--- config.mk ---
export PLATFORM = sky130hd
export DESIGN_NAME = seq_serializer
export DESIGN_NICKNAME = d
export VERILOG_FILES = /design/src/rtl/seq_serializer.sv
export SDC_FILE = /design/constraint.sdc
export NUM_CORES = 1
export LEC_CHECK = 0
export CELL_PAD_IN_SITES_DETAIL_PLACEMENT = 1
export CELL_PAD_IN_SITES_GLOBAL_PLACEMENT = 2
export CORE_MARGIN = 5
export CORE_UTILIZATION = 31
export DETAILED_ROUTE_END_ITERATION = 12
export HOLD_SLACK_MARGIN = 0.08
export PLACE_DENSITY = 0.84
export SYNTH_ARGS = -nofsm -noshare
export SYNTH_HDL_FRONTEND = slang
export SYNTH_SLANG_ARGS = --single-unit
--- constraint.sdc ---
create_clock -name clock -period 1.9 [get_ports clock]
set_clock_uncertainty 0.15 [all_clocks]
set_input_delay 0.475 -clock clock [delete_from_list [all_inputs] [get_ports clock]]
set_output_delay 0.475 -clock clock [all_outputs]
set_load 0.02 [all_outputs]
--- src/rtl/seq_serializer.sv ---
// ---------------------------------------------------------------------------
// seq_serializer
//
// Purpose:
//   Parallel-to-serial converter that feeds a downstream 0101 sequence
//   detector. A WIDTH-bit word is accepted from an upstream source and
//   shifted out MSB first. Each bit is held on ser_out for DIV clock cycles.
//   While idle, the line rests at 1. This keeps the detector in its reset
//   state.
//
// Parameters:
//   WIDTH  bits per word (2..32)
//   DIV    clock cycles per serial bit (1..255)
//
// Ports:
//   clock       rising-edge clock for all state
//   reset       asynchronous active-low reset
//   data_in     parallel word, sampled only on acceptance
//   load        word-valid request from upstream
//   flush       synchronous abort of the word in progress
//   ready       high when a word can be accepted
//   ser_out     serial bit stream (idle level 1)
//   bit_strobe  one-cycle pulse on the first cycle of each serial bit
//   busy        high while a word is being shifted
//   done        one-cycle pulse when a word completes normally
// ---------------------------------------------------------------------------
module seq_serializer #(
    parameter int unsigned WIDTH = 8,
    parameter int unsigned DIV   = 4
) (
    input  logic             clock,
    input  logic             reset,
    input  logic [WIDTH-1:0] data_in,
    input  logic             load,
    input  logic             flush,
    output logic             ready,
    output logic             ser_out,
    output logic             bit_strobe,
    output logic             busy,
    output logic             done
);

    // Counter widths cover DIV-1 and WIDTH-1 at the largest legal values.
    localparam int unsigned DIV_W = (DIV > 1) ? $clog2(DIV) : 1;
    localparam int unsigned CNT_W = (WIDTH > 1) ? $clog2(WIDTH) : 1;

    localparam logic [DIV_W-1:0] DIV_LAST  = DIV_W'(DIV - 1);
    localparam logic [CNT_W-1:0] BIT_FIRST = CNT_W'(WIDTH - 1);

    typedef enum logic {
        IDLE  = 1'b0,
        SHIFT = 1'b1
    } state_t;

    state_t             state_q;
    state_t             state_d;
    logic [WIDTH-1:0]   shreg_q;
    logic [WIDTH-1:0]   shreg_d;
    logic [DIV_W-1:0]   div_q;
    logic [DIV_W-1:0]   div_d;
    logic [CNT_W-1:0]   bitcnt_q;
    logic [CNT_W-1:0]   bitcnt_d;
    logic               done_d;

    // State and datapath registers.
    always_ff @(posedge clock or negedge reset) begin
        if (!reset) begin
            state_q  <= IDLE;
            shreg_q  <= '0;
            div_q    <= '0;
            bitcnt_q <= '0;
        end else begin
            state_q  <= state_d;
            shreg_q  <= shreg_d;
            div_q    <= div_d;
            bitcnt_q <= bitcnt_d;
        end
    end

    // Next-state logic. A flush overrides everything, including a pending
    // load in IDLE.
    always_comb begin
        state_d  = state_q;
        shreg_d  = shreg_q;
        div_d    = div_q;
        bitcnt_d = bitcnt_q;
        done_d   = 1'b0;

        if (flush) begin
            state_d  = IDLE;
            shreg_d  = '0;
            div_d    = '0;
            bitcnt_d = '0;
        end else begin
            case (state_q)
                IDLE: begin
                    if (load) begin
                        state_d  = SHIFT;
                        shreg_d  = data_in;
                        div_d    = '0;
                        bitcnt_d = BIT_FIRST;
                    end
                end
                SHIFT: begin
                    if (div_q == DIV_LAST) begin
                        // End of the current bit period: advance to the next bit.
                        div_d   = '0;
                        shreg_d = {shreg_q[WIDTH-2:0], 1'b0};
                        if (bitcnt_q == '0) begin
                            state_d = IDLE;
                            done_d  = 1'b1;
                        end else begin
                            bitcnt_d = bitcnt_q - CNT_W'(1);
                        end
                    end else begin
                        div_d = div_q + DIV_W'(1);
                    end
                end
                default: begin
                    state_d = IDLE;
                end
            endcase
        end
    end

    // Output registers are loaded from next-state values. As a result, they
    // show the same cycle as the state they describe. There is no path from
    // the inputs to the outputs that skips a flop.
    always_ff @(posedge clock or negedge reset) begin
        if (!reset) begin
            ready      <= 1'b1;
            busy       <= 1'b0;
            ser_out    <= 1'b1;
            bit_strobe <= 1'b0;
            done       <= 1'b0;
        end else begin
            ready      <= (state_d == IDLE);
            busy       <= (state_d == SHIFT);
            ser_out    <= (state_d == SHIFT) ? shreg_d[WIDTH-1] : 1'b1;
            bit_strobe <= (state_d == SHIFT) && (div_d == '0);
            done       <= done_d;
        end
    end

endmodule

# Word level (Yosys, flattened, before mapping)
# Cells that the tools add are included.
[word_totals]
in_bits = 12
ff_bits = 18
[op_classes]
addsub = 2
reduce_logical = 5
mux = 23
bitwise_logic = 2
n_eq_ne = 4
[op_table]
columns = ["cell", "count"]
rows = [
  ["$mux W8", 3],
  ["$pmux W8 S2", 1],
  ["$mux W3", 4],
  ["$mux W1", 9],
  ["$mux W2", 3],
  ["$ne A3 B3 Y1 const B", 2],
  ["$pmux W3 S2", 1],
  ["$pmux W2 S2", 1],
  ["$logic_not A3 Y1", 1],
  ["$ne A3 B2 Y1 const B", 1],
  ["$reduce_and A3 Y1", 1],
  ["$sub A3 B1 Y3 const B", 1],
  ["$add A2 B1 Y2 const B", 1],
  ["$eq A2 B2 Y1 const B", 1],
  ["$logic_not A2 Y1", 1],
  ["$not A1 Y1", 2],
  ["$pmux W1 S2", 1],
  ["$reduce_and A2 Y1", 1],
  ["$logic_and A1 B1 Y1", 1],
]

# Depth between registers and ports, before layout
# Gate-level depths: netlist of run 1.
[depth]
ltp_word = 6
mapped_depth = 5
depth_no_buf = 5

# Least setup slack after synthesis of run 1
# Ideal clock, no wire load.
[synth_path]
kind = "reg-to-reg"
startpoint = "register div_q[0]"
endpoint = "register bit_strobe"
setup_slack_ps = 366
path_stages_with_launch = 6
period_less_slack_ps = 1534
required_ps = 1685
arrival_ps = 1319
cell_sequence = "dfrtp_1 > ha_1 > and2_4 > buf_6 > a211oi_4 > o211a_1"
[synth_lines]
columns = ["item", "line", "rtl"]
rows = [
  ["start: declaration", "59", "logic [DIV_W-1:0] div_q;"],
  ["start signal: assignment", "75", "div_q <= div_d;"],
  ["$eq A2 B2 Y1", "105", "if (div_q == DIV_LAST) begin"],
  ["$mux W1", "105", ""],
  ["$pmux W1 S2", "95", "case (state_q)"],
  ["$mux W1", "89", "if (flush) begin"],
  ["via state_d", "56", "state_t state_d;"],
  ["$logic_and A1 B1 Y1", "140", "bit_strobe <= (state_d == SHIFT) && (div_d == '0);"],
  ["end signal: assignment", "140", ""],
  ["end: declaration", "38", "output logic bit_strobe,"],
]
# The timed path passes the listed nets, and every way through them passes these cells.
# A chain may end at the register's enable or synchronous reset.

# Worst setup path in the final report of run 1
[layout_path]
startpoint = "register done"
endpoint = "output port done"
[layout_lines]
columns = ["item", "line", "rtl"]
rows = [
  ["start: declaration", "40", "output logic done"],
  ["start signal: assignment", "141", "done <= done_d;"],
]
# No word-level cell between the ends.

==> metrics.txt, run 1 <==
register bit total from synthesis 18; R2R setup slack 0.21 ns; Synth Instances 86; initial antenna violation count 0; post-CTS sizing 2; DRC viols 0; Seq/Total Area, Yosys 0.499; Reg2Reg Depth 6; IO Port Bufs 16; ys async rst share 1.00; CTS max path bufs 2; Syn Area/Cell around 11 sq um; Final setup viols 0; first-pass GRT wire length about 3.8 mm; Top delay family on crit path buffers and inverters; number of synthesized flops with an enable pin 0; Hold/Removal Path Class in -> async; Root Driver clkbuf_4; Ant. Diodes 0; vias in the first global route 800; GR Util All Layers 0.114; Nets approximately 130; Via density around 5.1; detailed placer's ending HPWL 1.58 mm; Setup TNS 0 ns; critical path type reg -> out; Synth Warn # 0; Final Hold Viols 0; Core Rows 19; Detail Route Antenna Nets 0; Critical Path AT about 1.2 ns; critical path, cell by cell clkdlybuf4s50_1; CTS Sinks 18; clock slew at reported path FFs roughly 0.1 ns; startpoint class of the critical path flip-flop; WL per Instance between 10 and 15 microns; number of distinct library cells after synthesis 30; fin worst setup slack between 0.06 and 0.07 ns; CTS tree built; Slew Limit Fails 0; Clk Latency, worst-skew pair 0.29 ns; cell taking the most area after synthesis dfrtp_1; final hold slack ~0.36 ns; number of fill cells approximately 310; CP peak stage delay around 0.6 ns; final instance area between 1000 and 1500 sq um; R2R Path Start bitcnt_q[0]$_DFFE_PN0P_; Die H between 60 and 70 microns; Post-Place Worst Slack 0.0164 ns; Fmax 0.544 GHz; Peak VDD IR 0.000389 V; max-cap violations 0; Critical Path Sink Type output port; Worst-Margin Slew between 0.3 and 0.4 ns; CTS buffer count 3; Iteration-0 DRC Markers 27; relative slew slack 0.783; Final min period between 1.5 and 2 ns; most frequent cells after synthesis dfrtp_1 (16), nand2_1 (10), a21oi_1 (8); Die Wd 64.1 microns; capturing point of the worst reg2reg path bit_strobe$_DFF_PN0_; syn nets roughly 100; status finished, final reports clean; count leader, synth dfrtp_1; slowest cell on the critical path clkdlybuf4s50_1; via count 710; CORE AREA ~2800 sq um; Pwr Density roughly 680 nW/um^2; CTS H-tree depth 1; post-CTS setup buffer count 0; area delta synth->final 28.7%; Worst Path Buf+Inv 1; # IOs 17; Post-Syn Area slightly above 900 sq um; RePlAce Congestion around 0.78; Synth top area share 0.441; layout cells sized above 1 0.183; Top FF cell, synth dfrtp_1; largest net degree at the start of global routing 19; synth top area cells dfrtp_1 (44%), dfstp_2 (5.8%), a22oi_1 (5.0%), a21oi_1 (4.4%), mux2i_1 (4.4%); hold_buf cts 0; Total Wirelength between 2 and 2.5 mm; die area roughly 4000 sq um; worst path required time between 1 and 1.5 ns; maximum fanout along the worst path 1; grt total ovfl 0; RSZ-0062 raised after global routing no; fin crit share 0.967; DP Area roughly 1100 sq um; DR pass1 iterations 4; Lkg Pwr between 0.5 and 0.6 nW; Initial Util 0.326
-- cell type report --
class | instances | area (sq um) | share of cell area
clock buffer | 4 | 26.3 | 0.0225
inverter | 6 | 22.5 | 0.0193
multi-input combinational | 56 | 397 | 0.340
sequential | 18 | 453 | 0.388
tap | 31 | 38.8 | 0.0332
timing repair buffer | 25 | 230 | 0.197
-- layout by cell type, fill, tap and decap left out, drive strengths merged --
| cell type | instances |
|---|---|
| a211oi | 1 |
| a21o | 1 |
| a21oi | 8 |
| a221oi | 1 |
| a22oi | 6 |
| a31oi | 1 |
| and2 | 1 |
| and2b | 1 |
| and3 | 1 |
| buf | 9 |
| clkbuf | 4 |
| clkdlybuf4s50 | 12 |
| dfrtp | 16 |
| dfstp | 2 |
| dlygate4sd2 | 2 |
| dlymetal6s2s | 2 |
| ha | 3 |
| inv | 6 |
| mux2 | 1 |
| mux2i | 4 |
| nand2 | 10 |
| nand4b | 1 |
| nor2 | 6 |
| nor2b | 1 |
| nor3b | 1 |
| nor4b | 2 |
| o211a | 1 |
| o21ai | 1 |
| o22a | 1 |
| o31ai | 1 |
| or3b | 2 |
-- registers in the layout, indices dropped and copies added (netlist names) --
name,cells
busy,1
bit_strobe,1
ready,1
bitcnt_q,3
done,1
div_q,2
shreg_q,8
ser_out,1
-- per-stage QoR --
stage | cells | total power, mW | util
2_1_floorplan | 86 | 0.530 | -
3_3_place_gp | 136 | 0.608 | 0.409
3_5_place_dp | 136 | 0.614 | 0.409
4_1_cts | 140 | 0.810 | 0.418
5_1_grt | 140 | 0.852 | 0.420
6_report | 140 | 0.793 | 0.420
-- metal layers --
metal,wire length (microns),part of all wire,track usage,vias up
met5,0,0,0,-
met4,17,0.0083,0.0305,0
met3,86,0.042,0.0368,2
met2,1010,0.49,0.187,12
met1,948,0.46,0.144,351
li1,-,-,-,345
-- power by group --
| group | internal [mW] | total (mW) | switching, mW |
|---|---|---|---|
| clock | 0.0815 | 0.192 | 0.111 |
| sequential | 0.409 | 0.422 | 0.0134 |
| combinational | 0.0902 | 0.178 | 0.0882 |
| total | 0.581 | 0.793 | 0.212 |
-- how the worst max path moves through the flow --
stage | startpoint | to | slack (ns) | cells after the start
CTS | busy$_DFF_PN0_ | busy | 0.009 | 1
global placement | load | bit_strobe$_DFF_PN0_ | 0.05 | 5
floorplan | div_q[0]$_DFF_PN0_ | bit_strobe$_DFF_PN0_ | 0.37 | 5
finish | done$_DFF_PN0_ | done | 0.06 | 1
global route | done$_DFF_PN0_ | done | 0.001 | 1
detailed placement | load | bit_strobe$_DFF_PN0_ | 0.02 | 5
-- kinds of logic after synthesis --
| family | after synthesis | synth area share |
|---|---|---|
| buffers and inverters | 12 | 0.0634 |
| muxes | 5 | 0.0566 |
| and+or+nand+nor | 26 | 0.157 |
| DFF | 18 | 0.499 |
| AOI/OAI and AO/OA | 22 | 0.182 |
| adders and majority gates | 3 | 0.0414 |
(Power assumes the default switching activity.)
==> run 2, diff against run 1 <==
Settings changed: ABC_CLOCK_PERIOD_IN_PS set to 1900.
==> results of run 2 <==
The final DEF is identical to that of run 1; final timing and power are the same.
==> run 3, diff against run 2 <==
Settings changed: ABC_CLOCK_PERIOD_IN_PS 1900 to 1550, CORE_UTILIZATION 31 to 28, CTS_CLUSTER_DIAMETER set to 30, PLACE_DENSITY 0.84 to 0.81, RECOVER_POWER set to 50.
Clock period 1.9 ns to 1.55 ns, I/O delays scaled along.
==> metrics.txt, run 3 (synthesized netlist as in run 1, its figures left out) <==
die area about 4500 sq um; sequential cell area 453 sq um; DR pass1 iterations 4; Min-Delay Startpoint shreg_q[3]$_DFFE_PN0P_; IO Port Bufs 16; Detail Route Antenna Nets 0; Peak VDD IR 0.000294 V; GR Util All Layers 0.121; CTS H-tree depth 1; most frequent cells in the layout buf_4 (25), dfrtp_1 (16), nand2_1 (10); Multi-input gate area roughly 460 sq um; worst path required time roughly 1.6 ns; RePlAce Congestion 0.792; Die H ~67 microns; number of fill cells 356; CORE AREA slightly above 3000 sq um; Root Driver clkbuf_4; Layout Utilization 0.446; Via density 4.60; Placed Instances 160; critical path, cell by cell inv_2 > ha_4 > or3b_4 > a21o_1 > a21oi_2; hold path depth 2; biggest regs shreg_q x8, bitcnt_q x3, div_q x2; first-pass GRT wire length between 4 and 5 mm; via count about 780; Final setup viols 0; relative slew slack 0.698; Setup TNS 0 ns; RSZ-0062 raised after global routing yes; # IOs 17; Slew Limit Fails 0; CTS Sinks 18; fin crit share 0.980; max reg flops 8; max-cap violations 0; R2R setup slack about 0.031 ns; Top delay family on crit path flip-flops; Ant. Diodes 0; Total Wirelength 2.31 mm; Pwr Density approximately 810 nW/um^2; Die Wd around 67 microns; R2R Path Start bitcnt_q[0]$_DFFE_PN0P_; startpoint class of the critical path flip-flop; Nets roughly 140; hold_buf cts 0; Final Hold Viols 0; Hold/Removal Path Class reg -> reg; status finished, final reports clean; most common cell after layout, fill and taps aside buf_4; total power roughly 1.1 mW; vias in the first global route 870; Fmax between 0.6 and 0.7 GHz; layout cells sized above 1 0.408; CP peak stage delay just over 0.4 ns; clock slew at reported path FFs approximately 0.11 ns; initial antenna violation count 0; detailed placer's ending HPWL roughly 1.7 mm; fin cells 169; Final min period between 1.5 and 2 ns; Reg2Reg Depth 5; grt total ovfl 0; WL per Instance about 14 microns; slowest cell on the critical path dfrtp_1; DRC viols 0; Iteration-0 DRC Markers 20; Critical Path Sink Type flip-flop; CTS tree built; maximum fanout along the worst path 3; Worst Path Buf+Inv 1; Critical Path AT ~1.6 ns; critical path type reg -> reg; Clk Latency, worst-skew pair 0.30 ns; Worst Hold Endpoint shreg_q[3]$_DFFE_PN0P_; Initial Util 0.295; Lkg Pwr ~0.63 nW; CTS buffer count 3; capturing point of the worst reg2reg path bitcnt_q[2]$_DFFE_PN0P_; Core Rows 20; largest reg by FF count shreg_q; area delta synth->final 51.2%; largest net degree at the start of global routing 19; Worst-Margin Slew between 0.4 and 0.5 ns; CTS max path bufs 2
==> run 3: how the worst max path moves through the flow <==
stage	startpoint	end	slack [ns]	depth (start not counted)
floorplan	div_q[0]$_DFF_PN0_	bit_strobe$_DFF_PN0_	0.02	5
global placement	load	shreg_q[5]$_DFFE_PN0P_	-0.22	5
detailed placement	load	shreg_q[2]$_DFFE_PN0P_	-0.29	5
CTS	bitcnt_q[1]$_DFFE_PN0P_	bitcnt_q[2]$_DFFE_PN0P_	-0.003	5
global route	bitcnt_q[0]$_DFFE_PN0P_	bitcnt_q[2]$_DFFE_PN0P_	-0.009	5
finish	bitcnt_q[0]$_DFFE_PN0P_	bitcnt_q[2]$_DFFE_PN0P_	0.03	5
==> run 3: layout make-up <==
cell class,instances,area share
inverters,6,0.0164
multi-input cells,56,0.338
clock buffers,4,0.0265
flip-flops and latches,18,0.330
well taps,44,0.0401
repair buffers,41,0.249
==> run 3: where the power goes <==
part / switching [mW] / internal (mW)
logic: 0.132 / 0.162
clock network: 0.157 / 0.143
registers: 0.0190 / 0.501
==> run 3: stage by stage <==
stage / hold WS, ns / cell area, sq um / worst slack (ns)
2_1_floorplan: -0.0581 / 907 / 0.0161
5_1_grt: 0.416 / 1370 / -0.00905
4_1_cts: 0.258 / 1340 / -0.00323
3_5_place_dp: 0.368 / 1240 / -0.291
6_report: 0.385 / 1370 / 0.0310
3_3_place_gp: 0.365 / 1240 / -0.224
==> run 3: worst reg2reg max path, delay by kind of cell, from the launching register on <==
kind            cells  cell delay, ns
simple gates        1            0.37
compound gates      2            0.27
buf+inv             1            0.11
fa+ha+maj           1            0.14
flops               1            0.41
==> run 3: timing repair <==
item,in CTS,in global routing
pin swaps,3,2
resized for setup,27,9
hold endpoints to repair,0,0
setup endpoints to repair,17,11
buffers inserted,4,2
==> run 3: layer usage <==
layer  track usage  routed length (microns)  vias to the layer above
met3        0.0202                       46                        2
met4        0.0456                       34                        0
met5             0                        0                        -
li1              -                        -                      379
met1         0.150                     1070                      386
met2         0.208                     1160                       10
